==> src/rtl/seq_serializer_pkg.sv <==
// Shared types and sizing helpers for the parallel-to-serial source stage.
package seq_pkg;

  // Serializer FSM states; the encoding is also what the debug port shows.
  typedef enum logic [1:0] {
    IDLE  = 2'd0,
    SHIFT = 2'd1,
    GAP   = 2'd2
  } ser_state_t;

  // Width of the completed-frame counter; it wraps from 0xFFFF to 0.
  localparam int FRAME_CNT_W = 16;

  // Bits needed to index 0..n-1; never less than one bit so the counter
  // still exists when n is 1 (for example GAP_CYCLES = 0 gives n = 1).
  function automatic int cnt_w(input int n);
    int w;
    w = (n <= 1) ? 1 : $clog2(n);
    return w;
  endfunction

endpackage : seq_pkg

==> src/rtl/seq_serializer_hold_buf.sv <==
// One-entry holding register that sits behind the active shift register.
// A push captures a word and sets full. A pop clears full. The serializer
// never asks for both in the same cycle: it only accepts a word while the
// buffer is empty, and it only drains the buffer while the buffer is full.
module ser_hold_buf #(
  parameter int WIDTH = 8
) (
  input  logic             clk_i,
  input  logic             rst_i,
  input  logic             push_i,
  input  logic             pop_i,
  input  logic [WIDTH-1:0] data_i,
  output logic             full_o,
  output logic [WIDTH-1:0] data_out_o
);

  logic             full_q;
  logic             full_d;
  logic [WIDTH-1:0] data_q;
  logic [WIDTH-1:0] data_d;

  // Next-state: a push wins over a pop; a pop only clears the flag.
  always_comb begin
    full_d = full_q;
    data_d = data_q;
    if (push_i) begin
      full_d = 1'b1;
      data_d = data_i;
    end else if (pop_i) begin
      full_d = 1'b0;
    end
  end

  // Register the flag and the held word; reset discards any held word.
  always_ff @(posedge clk_i) begin
    if (rst_i) begin
      full_q <= 1'b0;
      data_q <= '0;
    end else begin
      full_q <= full_d;
      data_q <= data_d;
    end
  end

  assign full_o     = full_q;
  assign data_out_o = data_q;

endmodule : ser_hold_buf

==> src/rtl/seq_serializer.sv <==
// Parallel-to-serial source stage that feeds the sequence detector.
//
// Handshake: a word transfers on a rising edge where load_valid and
// load_ready are both high. load_ready depends only on the holding-buffer
// flag and on reset, never on load_valid. The source keeps the word and
// load_valid stable until that transfer edge. When load_ready is low,
// load_valid is ignored.
//
// Every serial output is a flop loaded from the next-state values. The
// first bit of a word accepted at edge N therefore shows on sequence_out
// during cycle N+1.
module seq_serializer
  import seq_pkg::*;
#(
  parameter int   WIDTH      = 8,
  parameter bit   MSB_FIRST  = 1'b1,
  parameter int   GAP_CYCLES = 0,
  parameter logic IDLE_LEVEL = 1'b0
) (
  input  logic                   clock,
  input  logic                   reset,
  input  logic [WIDTH-1:0]       data_in,
  input  logic                   load_valid,
  output logic                   load_ready,
  output logic                   sequence_out,
  output logic                   bit_valid,
  output logic                   frame_done,
  output logic                   busy,
  output logic [FRAME_CNT_W-1:0] frames_sent,
  output ser_state_t             dbg_state
);

  localparam int BIT_CNT_W = cnt_w(WIDTH);
  localparam int GAP_CNT_W = cnt_w(GAP_CYCLES + 1);
  localparam bit HAS_GAP   = (GAP_CYCLES > 0);
  localparam logic [BIT_CNT_W-1:0] LAST_BIT = BIT_CNT_W'(WIDTH - 1);
  localparam logic [GAP_CNT_W-1:0] LAST_GAP =
    GAP_CNT_W'((GAP_CYCLES > 0) ? (GAP_CYCLES - 1) : 0);

  // FSM and datapath state.
  ser_state_t             state_q;
  ser_state_t             state_d;
  logic [WIDTH-1:0]       shreg_q;
  logic [WIDTH-1:0]       shreg_d;
  logic [BIT_CNT_W-1:0]   bit_cnt_q;
  logic [BIT_CNT_W-1:0]   bit_cnt_d;
  logic [GAP_CNT_W-1:0]   gap_cnt_q;
  logic [GAP_CNT_W-1:0]   gap_cnt_d;
  logic [FRAME_CNT_W-1:0] frames_q;
  logic [FRAME_CNT_W-1:0] frames_d;

  // Registered serial outputs.
  logic                   seq_q;
  logic                   seq_d;
  logic                   bv_q;
  logic                   bv_d;
  logic                   fd_q;
  logic                   fd_d;

  // Holding-buffer interface.
  logic                   hold_full;
  logic [WIDTH-1:0]       hold_data;
  logic                   hold_push;
  logic                   hold_pop;

  // Edge qualifiers.
  logic                   accept;
  logic                   last_bit;
  logic                   last_gap;
  logic                   shifter_free;
  logic                   word_avail;
  logic [WIDTH-1:0]       next_word;

  assign load_ready = !hold_full && !reset;
  assign accept     = load_valid && load_ready;

  // The shifter is free at this edge when nothing is shifting, when the
  // last bit ends with no gap to follow, or when the last gap cycle ends.
  // A waiting buffered word takes priority over a new word. A new word
  // that finds the shifter busy parks in the holding buffer.
  always_comb begin
    last_bit     = (state_q == SHIFT) && (bit_cnt_q == LAST_BIT);
    last_gap     = HAS_GAP && (state_q == GAP) && (gap_cnt_q == LAST_GAP);
    shifter_free = (state_q == IDLE) || (last_bit && !HAS_GAP) || last_gap;
    word_avail   = hold_full || accept;
    next_word    = hold_full ? hold_data : data_in;
    hold_pop     = shifter_free && hold_full;
    hold_push    = accept && !shifter_free;
  end

  ser_hold_buf #(
    .WIDTH (WIDTH)
  ) u_hold_buf (
    .clk_i      (clock),
    .rst_i      (reset),
    .push_i     (hold_push),
    .pop_i      (hold_pop),
    .data_i     (data_in),
    .full_o     (hold_full),
    .data_out_o (hold_data)
  );

  // Next-state for the FSM, shift register and counters. The output flops
  // are loaded from the next state, so each output lines up with the bit
  // that the shifter holds in the same cycle.
  always_comb begin
    state_d   = state_q;
    shreg_d   = shreg_q;
    bit_cnt_d = bit_cnt_q;
    gap_cnt_d = gap_cnt_q;
    frames_d  = frames_q;

    if (last_bit) begin
      frames_d = frames_q + FRAME_CNT_W'(1);
    end

    if (shifter_free && word_avail) begin
      state_d   = SHIFT;
      shreg_d   = next_word;
      bit_cnt_d = '0;
    end else begin
      case (state_q)
        SHIFT: begin
          if (last_bit) begin
            state_d   = HAS_GAP ? GAP : IDLE;
            gap_cnt_d = '0;
          end else begin
            bit_cnt_d = bit_cnt_q + BIT_CNT_W'(1);
            shreg_d   = MSB_FIRST ? (shreg_q << 1) : (shreg_q >> 1);
          end
        end
        GAP: begin
          if (last_gap) begin
            state_d = IDLE;
          end else begin
            gap_cnt_d = gap_cnt_q + GAP_CNT_W'(1);
          end
        end
        default: begin
          state_d = IDLE;
        end
      endcase
    end

    bv_d  = (state_d == SHIFT);
    seq_d = bv_d ? (MSB_FIRST ? shreg_d[WIDTH-1] : shreg_d[0]) : IDLE_LEVEL;
    fd_d  = bv_d && (bit_cnt_d == LAST_BIT);
  end

  // State, datapath and output registers. Reset abandons any frame in
  // flight without counting it.
  always_ff @(posedge clock) begin
    if (reset) begin
      state_q   <= IDLE;
      shreg_q   <= '0;
      bit_cnt_q <= '0;
      gap_cnt_q <= '0;
      frames_q  <= '0;
      seq_q     <= IDLE_LEVEL;
      bv_q      <= 1'b0;
      fd_q      <= 1'b0;
    end else begin
      state_q   <= state_d;
      shreg_q   <= shreg_d;
      bit_cnt_q <= bit_cnt_d;
      gap_cnt_q <= gap_cnt_d;
      frames_q  <= frames_d;
      seq_q     <= seq_d;
      bv_q      <= bv_d;
      fd_q      <= fd_d;
    end
  end

  assign sequence_out = seq_q;
  assign bit_valid    = bv_q;
  assign frame_done   = fd_q;
  assign frames_sent  = frames_q;
  assign busy         = (state_q != IDLE) || hold_full;
  assign dbg_state    = state_q;

endmodule : seq_serializer

==> config.mk <==
export PLATFORM = sky130hd
export DESIGN_NAME = seq_serializer
export DESIGN_NICKNAME = d
export VERILOG_FILES = /design/src/rtl/seq_serializer_pkg.sv /design/src/rtl/seq_serializer_hold_buf.sv /design/src/rtl/seq_serializer.sv
export SDC_FILE = /design/constraint.sdc
export NUM_CORES = 1
export LEC_CHECK = 0
export CORE_MARGIN = 2
export CORE_UTILIZATION = 45
export DETAILED_ROUTE_END_ITERATION = 8
export GPL_ROUTABILITY_DRIVEN = 0
export HOLD_SLACK_MARGIN = 0.05
export PLACE_DENSITY = 0.82
export SETUP_SLACK_MARGIN = 0.1
export SYNTH_ARGS = -nofsm -noshare
export SYNTH_HDL_FRONTEND = slang
export SYNTH_SLANG_ARGS = --single-unit
export TNS_END_PERCENT = 1
==> constraint.sdc <==
create_clock -name clock -period 2.5 [get_ports clock]
set_clock_uncertainty 0.15 [all_clocks]
set_input_delay 0.625 -clock clock [delete_from_list [all_inputs] [get_ports clock]]
set_output_delay 0.625 -clock clock [all_outputs]
set_load 0.02 [all_outputs]
==> results.md, run 1 <==
- The flow ran to the end, and the final reports show no timing, DRC or antenna violations.
- From bottom edge to top edge, the die measures roughly 68 µm.
- The met3 layer usage reported by global route is between 4 and 5%.
- The post-detailed-route count of antenna-violating nets is 0.
- The final number of setup-violating endpoints is 0.
- The sequential cells in the finished layout cover a total of about 820 µm².
- The timing-limited maximum frequency is 418 MHz.
- The CTS sink count is 41.
- The critical path starts at reset.
- The data required time at the worst endpoint is between 1.5 and 2 ns.
- The total clock buffers created by CTS is 5.
- The slowest cell on the critical path is clkdlybuf4s50_1.
- The reported leakage power is between 0.0009 and 0.001 µW.
- After the first detailed-routing iteration, the DRC count stood at 79.
- Net switching is 23.0% of the power.
- During synthesis, Yosys emitted a total of 0 warnings.
- The post-CTS clock slew at the launch and capture registers of the worst setup and hold paths is roughly 0.07 ns.
- Cells with a size suffix above 1 make up a little under a tenth of the layout.
- The minimum clock period is between 2 and 2.5 ns.
- After floorplanning, the core was sized to cover approximately 0.004 mm².
- The number of global-route vias before repair is between 1k and 1.5k.
- The final count of hold timing violations was 0.
- Setup repair after global routing could not meet its margin everywhere.
- The routed via count divided by cell count is approximately 5.3.
- Entering global routing, the biggest net connects 44 pins.
- The terminus of the critical flop-to-flop path is frames_sent[15]$_SDFFE_PP0P_.
- The final layout contains routed wiring with a total length of ~3600 µm.
- The post-route DRC violation count is 0.
- The wire-length estimate of the detail-placed layout is 2480 µm.
- The startpoint-to-endpoint class of the critical path is in -> out.
- The layout-stage area growth over the synthesis result is 26.8%.
- The synthesized area is approximately 0.0019 mm².
- The root buffer cell chosen for the clock tree is clkbuf_8.
- The die outline area is between 0.004 and 0.005 mm².
- The first global-routing pass estimated 5980 µm of wire.
- The kind of launch point of the worst setup path is an input pin.
- The floorplan has 23 rows.
- In this run the critical register-to-register path is launched from bit_cnt_q[0]$_SDFF_PP0_.
- The worst setup path endpoint is load_ready.
- The total number of vias is around 1.5k.
- The max-slew violation count is 0.
- In the final layout, the multi-input gates occupy 972 µm².
- The most used flip-flop cell after synthesis is dfxtp_1.
- The global-route congestion overflow total is 0.
- Dividing the detail-routed wire length by the instance count gives ~12 µm.
- The async set or reset register ratio after synthesis is 0%.
- Setup slack on the worst reg-to-reg path comes out at 0.21 ns.
- Dividing the synthesized area by the synthesized cell count gives 9.07 µm².
- The area share of the largest cell type after synthesis is between 40% and 50%.
- Leaving out filler cells and counting taps, the final layout contains 291.
- The total power draw is between 1000 and 1500 µW.
- The length of the first detailed-routing pass in iterations is 5.
- Per report_power, the sequential group accounts for 53.7% of the total.
- In this design, the stage delay of the slowest critical-path cell is approximately 0.45 ns.
- The slew of the pin with the lowest slew margin is between 0.3 and 0.4 ns.
- Synthesis produced a netlist whose cell count is between 200 and 250.
- The worst setup path is captured at a primary output.
- The number of ports placed on the die boundary is 34.
- For this run, global-route usage on met1 was measured as 19.3%.
- The number of fillers in the final layout is 353.
- The number of placed instances, taps included, is ~280.
- The clock passes through at most 2 buffers.
- The worst slew margin relative to its limit is 78.6%.
- The share of total power dissipated in combinational logic is 8.5%.
- The share of the clock period used by the worst path is between 90% and 100%.
- IR analysis of the VDD net gives a maximum drop of around 0.4 mV.
- After synthesis, the cell types taking the most area are dfxtp_1 44%, mux2i_1 8.6%, a211oi_1 5.2%.
- In the final design database the tool counted 258 nets.
- For this run, global-route usage on met2 was measured as around 30%.
- The number of register bits inferred by synthesis is between 40 and 50.
- The initial utilization of the core area, before any placement, comes to ~47%.
- In this run, distinct cell masters in the synthesized netlist total 33.
- The clock group share of total power is 37.8%.
- The overall die width is 68.4 µm.
- The initial antenna violation count is 0.
- The clock latency on the worst-skew pair is approximately 0.3 ns.
- The number of enable flip-flop cells after synthesis is 0.
- Global routing used between 10% and 20% of the available tracks.
- The net count after synthesis is 224.
- The clock tree synthesis step divided the H-tree into 2 levels.
- The power dissipated by switching net loads is ~290 µW.
- Across the run, the number of max-cap violations was 0.
- In this run the most used layer during global routing was met2.
- Walking the worst path, the cells encountered are clkdlybuf4s50_1 -> nor2_1 -> clkdlybuf4s15_1.
- The worst-case reg-to-reg path depth is 6.
- The maximum fanout encountered on the critical timing path is 2.
- The clock tree from TritonCTS is done.
- The internal power contribution is between 900 and 1000 µW.
- The arrival time at the worst endpoint is 1.62 ns.
- The path class of the lowest-slack min-delay path is reg -> reg.
- Summing the sequential cell areas from Yosys gives 43.9% of the chip area.
- 0 antenna diodes ended up in the layout.
- The cell taking the most area after synthesis is dfxtp_1.
- The hold buffer count at CTS is 0.
- The count of buffers added on input and output ports is 33.
- The power density relative to cell area is ~530 mW/mm².
==> critical path, delay by kind of cell <==
family / cells / cell delay [ns]
buffers and inverters: 2 / 0.79
AND/OR/NAND/NOR: 1 / 0.20
==> layout by cell type, fill, tap and decap left out, types with 2 or more instances in the layout <==
master           instances
buf_4                    6
o21ai_0                  6
dfxtp_1                 41
a211oi_1                13
xor2_1                   4
clkdlybuf4s50_1         31
ha_1                     7
mux2i_1                 16
nand2_1                 11
nand3_1                  4
nor2b_1                  9
nor3_1                   9
nor2_1                  21
inv_1                    7
xnor2_1                  5
or3_1                    6
nand2b_1                 2
nand4_1                  5
mux2_2                   4
clkbuf_8                 7
a21oi_1                 10
==> how the worst min path moves through the flow <==
stage	start	end	cells past startpoint	slack (ns)
floorplan	shreg_q[0]$_SDFFE_PP0P_	shreg_q[0]$_SDFFE_PP0P_	2	0.29
global placement	shreg_q[0]$_SDFFE_PP0P_	shreg_q[0]$_SDFFE_PP0P_	2	0.31
detailed placement	shreg_q[0]$_SDFFE_PP0P_	shreg_q[0]$_SDFFE_PP0P_	2	0.32
CTS	shreg_q[0]$_SDFFE_PP0P_	shreg_q[0]$_SDFFE_PP0P_	2	0.33
global route	shreg_q[0]$_SDFFE_PP0P_	shreg_q[0]$_SDFFE_PP0P_	2	0.38
finish	shreg_q[0]$_SDFFE_PP0P_	shreg_q[0]$_SDFFE_PP0P_	2	0.33
==> final cells by class <==
cell class | count | share of cell area, %
Clock inverter | 1 | 0.211
Clock buffer | 7 | 4.07
Tap cell | 50 | 2.64
Multi-Input combinational cell | 145 | 41.0
Inverter | 7 | 1.11
Timing Repair Buffer | 40 | 16.3
Sequential cell | 41 | 34.7
==> what timing repair did <==
action / CTS / global route
resized for setup: 2 / 3
pin swaps: 0 / 0
setup endpoints to repair: 2 / 6
buffers inserted: 0 / 0
==> cells in the mapped netlist (all sizes together) (6+ instances only) <==
library cell	count
inv	7
nand2	12
a211oi	13
nor2	21
mux2i	16
nor2b	9
nor3	9
clkbuf	9
ha	7
a21oi	10
o21ai	6
or3	6
dfxtp	41
==> cell families (layout without fill, tap and decap cells) <==
logic type	count (synthesis)	in the layout	synth area share [%]
and+or+nand+nor	77	77	21.2
DFF	41	41	43.9
AOI/OAI and AO/OA	32	32	10.7
muxes	20	20	11.0
buffers and inverters	20	55	4.22
xor gates and xnor gates	9	9	4.22
adders and majority gates	7	7	4.69
==> metrics by stage <==
stage	utilization (%)	TNS (ns)	worst slack [ns]	hold slack (ns)	instance area (µm²)
after detailed placement	56.5	-0.630	-0.180	0.319	2260
after global routing	59.2	0	0.0776	0.377	2370
after global placement	56.5	-0.258	-0.197	0.314	2260
after CTS	59.0	0	0.100	0.329	2360
final	59.2	0	0.107	0.326	2370
after floorplan	-	0	0.252	0.293	1870
==> state kept, by name (all words and copies together), names as in the netlist <==
signal,cells
u_hold_buf.data_out_o,8
bit_valid,1
frame_done,1
bit_cnt_q,3
frames_sent,16
sequence_out,1
u_hold_buf.full_o,1
dbg_state,2
shreg_q,8
==> metal layers <==
layer / vias to the layer above / routed length [µm]
li1: 787 / -
met1: 712 / 1630
met2: 29 / 1780
met3: 8 / 133
met4: 0 / 65
met5: - / 0
==> power by group through the flow <==
| stage | registers [µW] | clock network (µW) | logic (µW) |
|---|---|---|---|
| floorplan | 692 | 0 | 64.7 |
| global placement | 691 | 0 | 105 |
| detailed placement | 691 | 0 | 107 |
| CTS | 676 | 487 | 106 |
| global route | 678 | 510 | 118 |
| finish | 676 | 476 | 107 |
No activity file was read; power rests on OpenSTA's default activity.
==> inputs of run 2 (changes only) <==
CTS_BUF_LIST = sky130_fd_sc_hd__clkbuf_8   (was unset)
==> results of run 2 <==
Same layout as run 1: the final DEF is identical, and so are final timing and power.
==> inputs of run 3 (changes only) <==
PLACE_DENSITY = unset   (was 0.82)
PLACE_DENSITY_LB_ADDON = 0.2   (was unset)
==> run 3 against run 2 <==
Core utilization shrank 0.22 points; power shrank 3.8%; global-route usage grew 0.74 points; sequential cell count is the same; critical path depth is the same; sequential power is essentially flat; final cell count grew 0.34%; die area is the same; sequential share of layout area grew 0.13 points; worst hold slack gained 0.020 ns; clock-buffer cell count shrank 1; wire length shrank 0.28%.
==> results.md, run 3 (synthesis results as in run 1) <==
- The region available for standard cell placement spans 0.00400 mm².
- Leaving out fill and tap cells, the most frequent cell in the layout is dfxtp_1.
- Summing all non-filler instances in the final layout gives an area of 0.00236 mm².
- The total number of vias is 1506.
- In this run the remaining antenna-violating nets after routing total 0.
- The kind of launch point of the worst setup path is an input pin.
- Cells with a size suffix above 1 make up a little under a tenth of the layout.
- The routed wire length per instance is around 12 µm.
- In this run the worst hold path is classified as reg -> reg.
- The filler cells instantiated in the layout total between 300 and 400.
- The signal on the critical path passes through clkdlybuf4s50_1 -> nor2_1 -> dlygate4sd2_1.
- The worst setup path is of the in -> out kind.
- The root buffer cell is clkbuf_8.
- Of the total power, the share spent switching nets is 22.8%.
- The reported leakage power is 0.000933 µW.
- The post-CTS clock slew at the launch and capture registers of the worst setup and hold paths is approximately 0.07 ns.
- The multi-input combinational cells in the finished layout cover a total of a little under 0.001 mm².
- Summed over all layers, the routed wires come to roughly 3600 µm.
- The timing-limited maximum frequency is 421 MHz.
- Clock latency on the worst-skew pair, taken at its later pin, is about 0.29 ns.
- From bottom edge to top edge, the die measures just under 70 µm.
- The sequential share of power is 55.9%.
- The clock tree from TritonCTS is done.
- In this run the power density over the cells is between 500 and 600 mW/mm².
- The number of global-route vias before repair came to 1350.
- The flip-flop count of the largest register after layout is 16.
- The count of maximum capacitance violations is 0.
- The initial antenna violation count is 0.
- Setup repair after global routing could not meet its margin everywhere.
- The worst-case IR drop observed on VDD is roughly 0.34 mV.
- The count of input and output buffers is 33.
- The H-tree generated during clock tree synthesis spans 2 levels.
- The data required time at the worst endpoint is approximately 1.7 ns.
- The combinational group share of total power is 8.7%.
- After layout, the worst path uses a little over nine tenths of the clock period.
- Detailed placement finished with a half-perimeter wire length of about 2500 µm.
- Subtracting the final worst setup slack from the clock period gives ~2.4 ns.
- The clock group share of total power is 35.4%.
- In this run the count of I/O pins placed on the die edge is 34.
- The share of the core filled with cells is approximately three fifths.
- The internal power contribution is just over 900 µW.
- The flow ran to the end, and the final reports show no timing, DRC or antenna violations.
- At the worst endpoint, the arrival time is 1.60 ns.
- After detailed placement, the total cell area comes to 0.00228 mm².
- The total clock buffers created by CTS is 5.
- Summed over all nets, the switching power comes to around 280 µW.
- In this run the worst path has a maximum fanout of 2.
- Across every metal layer, demand over resource in global routing totals 18.0%.
- The post-route DRC violation count is 0.
- The CTS sink count is 41.
- The first global-routing pass estimated 6190 µm of wire.
- Once the floorplan was initialized, standard cells occupied 46.7% of the core.
- The total overflow left after global routing is 0.
- Entering global routing, the biggest net connects between 40 and 50 pins.
- The number of setup buffers added after CTS is 0.
- No sink is reached through more buffers than the 2 on the longest clock path.
- The top cell types in the final layout, fill and taps aside, are 41 x dfxtp_1, 31 x clkdlybuf4s50_1, 21 x nor2_1.
- The area taken by flip-flops and latches is between 800 and 900 µm².
- The number of antenna diodes in the final layout is 0.
- The final number of setup-violating endpoints is 0.
- Row generation in the floorplan step produced 23 rows.
- The cell family contributing the most delay on the critical path is buffers and inverters.
- The final count of hold timing violations is 0.
- The category of the worst setup path capture point is a primary output.
- In the final design database the tool counted 260 nets.
- The worst slew margin relative to its limit is 70.6%.
- The layout-stage area growth over the synthesis result is 26.3%.
- The detailed router finished its first iteration with 86 violations.
- The length of the first detailed-routing pass in iterations is 4.
- The max-slew violation count is 0.
- The delay contributed by the slowest stage of the critical path is approximately 0.43 ns.
- The die outline area is ~0.0047 mm².
- At the pin with the least slew margin, the transition time is roughly 0.44 ns.
- The routed via count divided by cell count is 5.16.
- The number of buffers and inverters on the critical path is 2.
- For this design, the slowest cell found on the critical path is clkdlybuf4s50_1.
- The overall die width is a little under 70 µm.
run 3: worst register-to-register path, stage by stage (launching register included):
cell and delay (ns):
dfxtp_1 0.40, ha_1 0.18, ha_1 0.19, nand4_1 0.14, or4_1 0.56, nor3_1 0.22, mux2_2 0.35
run 3: final timing paths:
kind                      startpoint                            to  slack (ns)  cells past startpoint
max                            reset                    load_ready        0.13                      3
min reg2reg  shreg_q[0]$_SDFFE_PP0P_       shreg_q[0]$_SDFFE_PP0P_        0.35                      2
min          shreg_q[0]$_SDFFE_PP0P_       shreg_q[0]$_SDFFE_PP0P_        0.35                      2
max reg2reg  bit_cnt_q[0]$_SDFF_PP0_  frames_sent[15]$_SDFFE_PP0P_        0.20                      6
run 3: final cells by class:
| class | instances | area share, % |
|---|---|---|
| Sequential cell | 41 | 34.8 |
| Tap cell | 50 | 2.65 |
| Timing Repair Buffer | 42 | 16.8 |
| Inverter | 7 | 1.11 |
| Clock inverter | 1 | 0.159 |
| Clock buffer | 6 | 3.50 |
| Multi-Input combinational cell | 145 | 41.0 |
run 3: power by group through the flow:
stage / combinational (µW) / clock [µW] / sequential, µW
6_report: 105 / 429 / 676
5_1_grt: 117 / 470 / 679
4_1_cts: 106 / 445 / 676
3_5_place_dp: 107 / 0 / 692
3_3_place_gp: 106 / 0 / 691
2_1_floorplan: 64.7 / 0 / 692
run 3: through the flow:
step	hold slack, ns	worst slack [ns]	power [µW]	TNS [ns]	std cells
6_report	0.346	0.126	1210	0	292
2_1_floorplan	0.293	0.252	757	0	206
4_1_cts	0.349	0.109	1230	0	292
3_3_place_gp	0.325	-0.187	798	-0.223	285
3_5_place_dp	0.338	-0.167	799	-0.357	285
5_1_grt	0.378	0.0591	1270	0	292
run 3: metal layers:
metal	routed length (µm)	vias up	global-route usage, %
li1	-	799	-
met1	1840	668	24.3
met2	1530	32	26.4
met3	144	7	3.95
met4	75	0	9.75
met5	0	-	0
run 3: what timing repair did:
item | in CTS | in global routing
gates resized for setup | 2 | 0
setup endpoints to repair | 2 | 8
hold buffers | 0 | 0
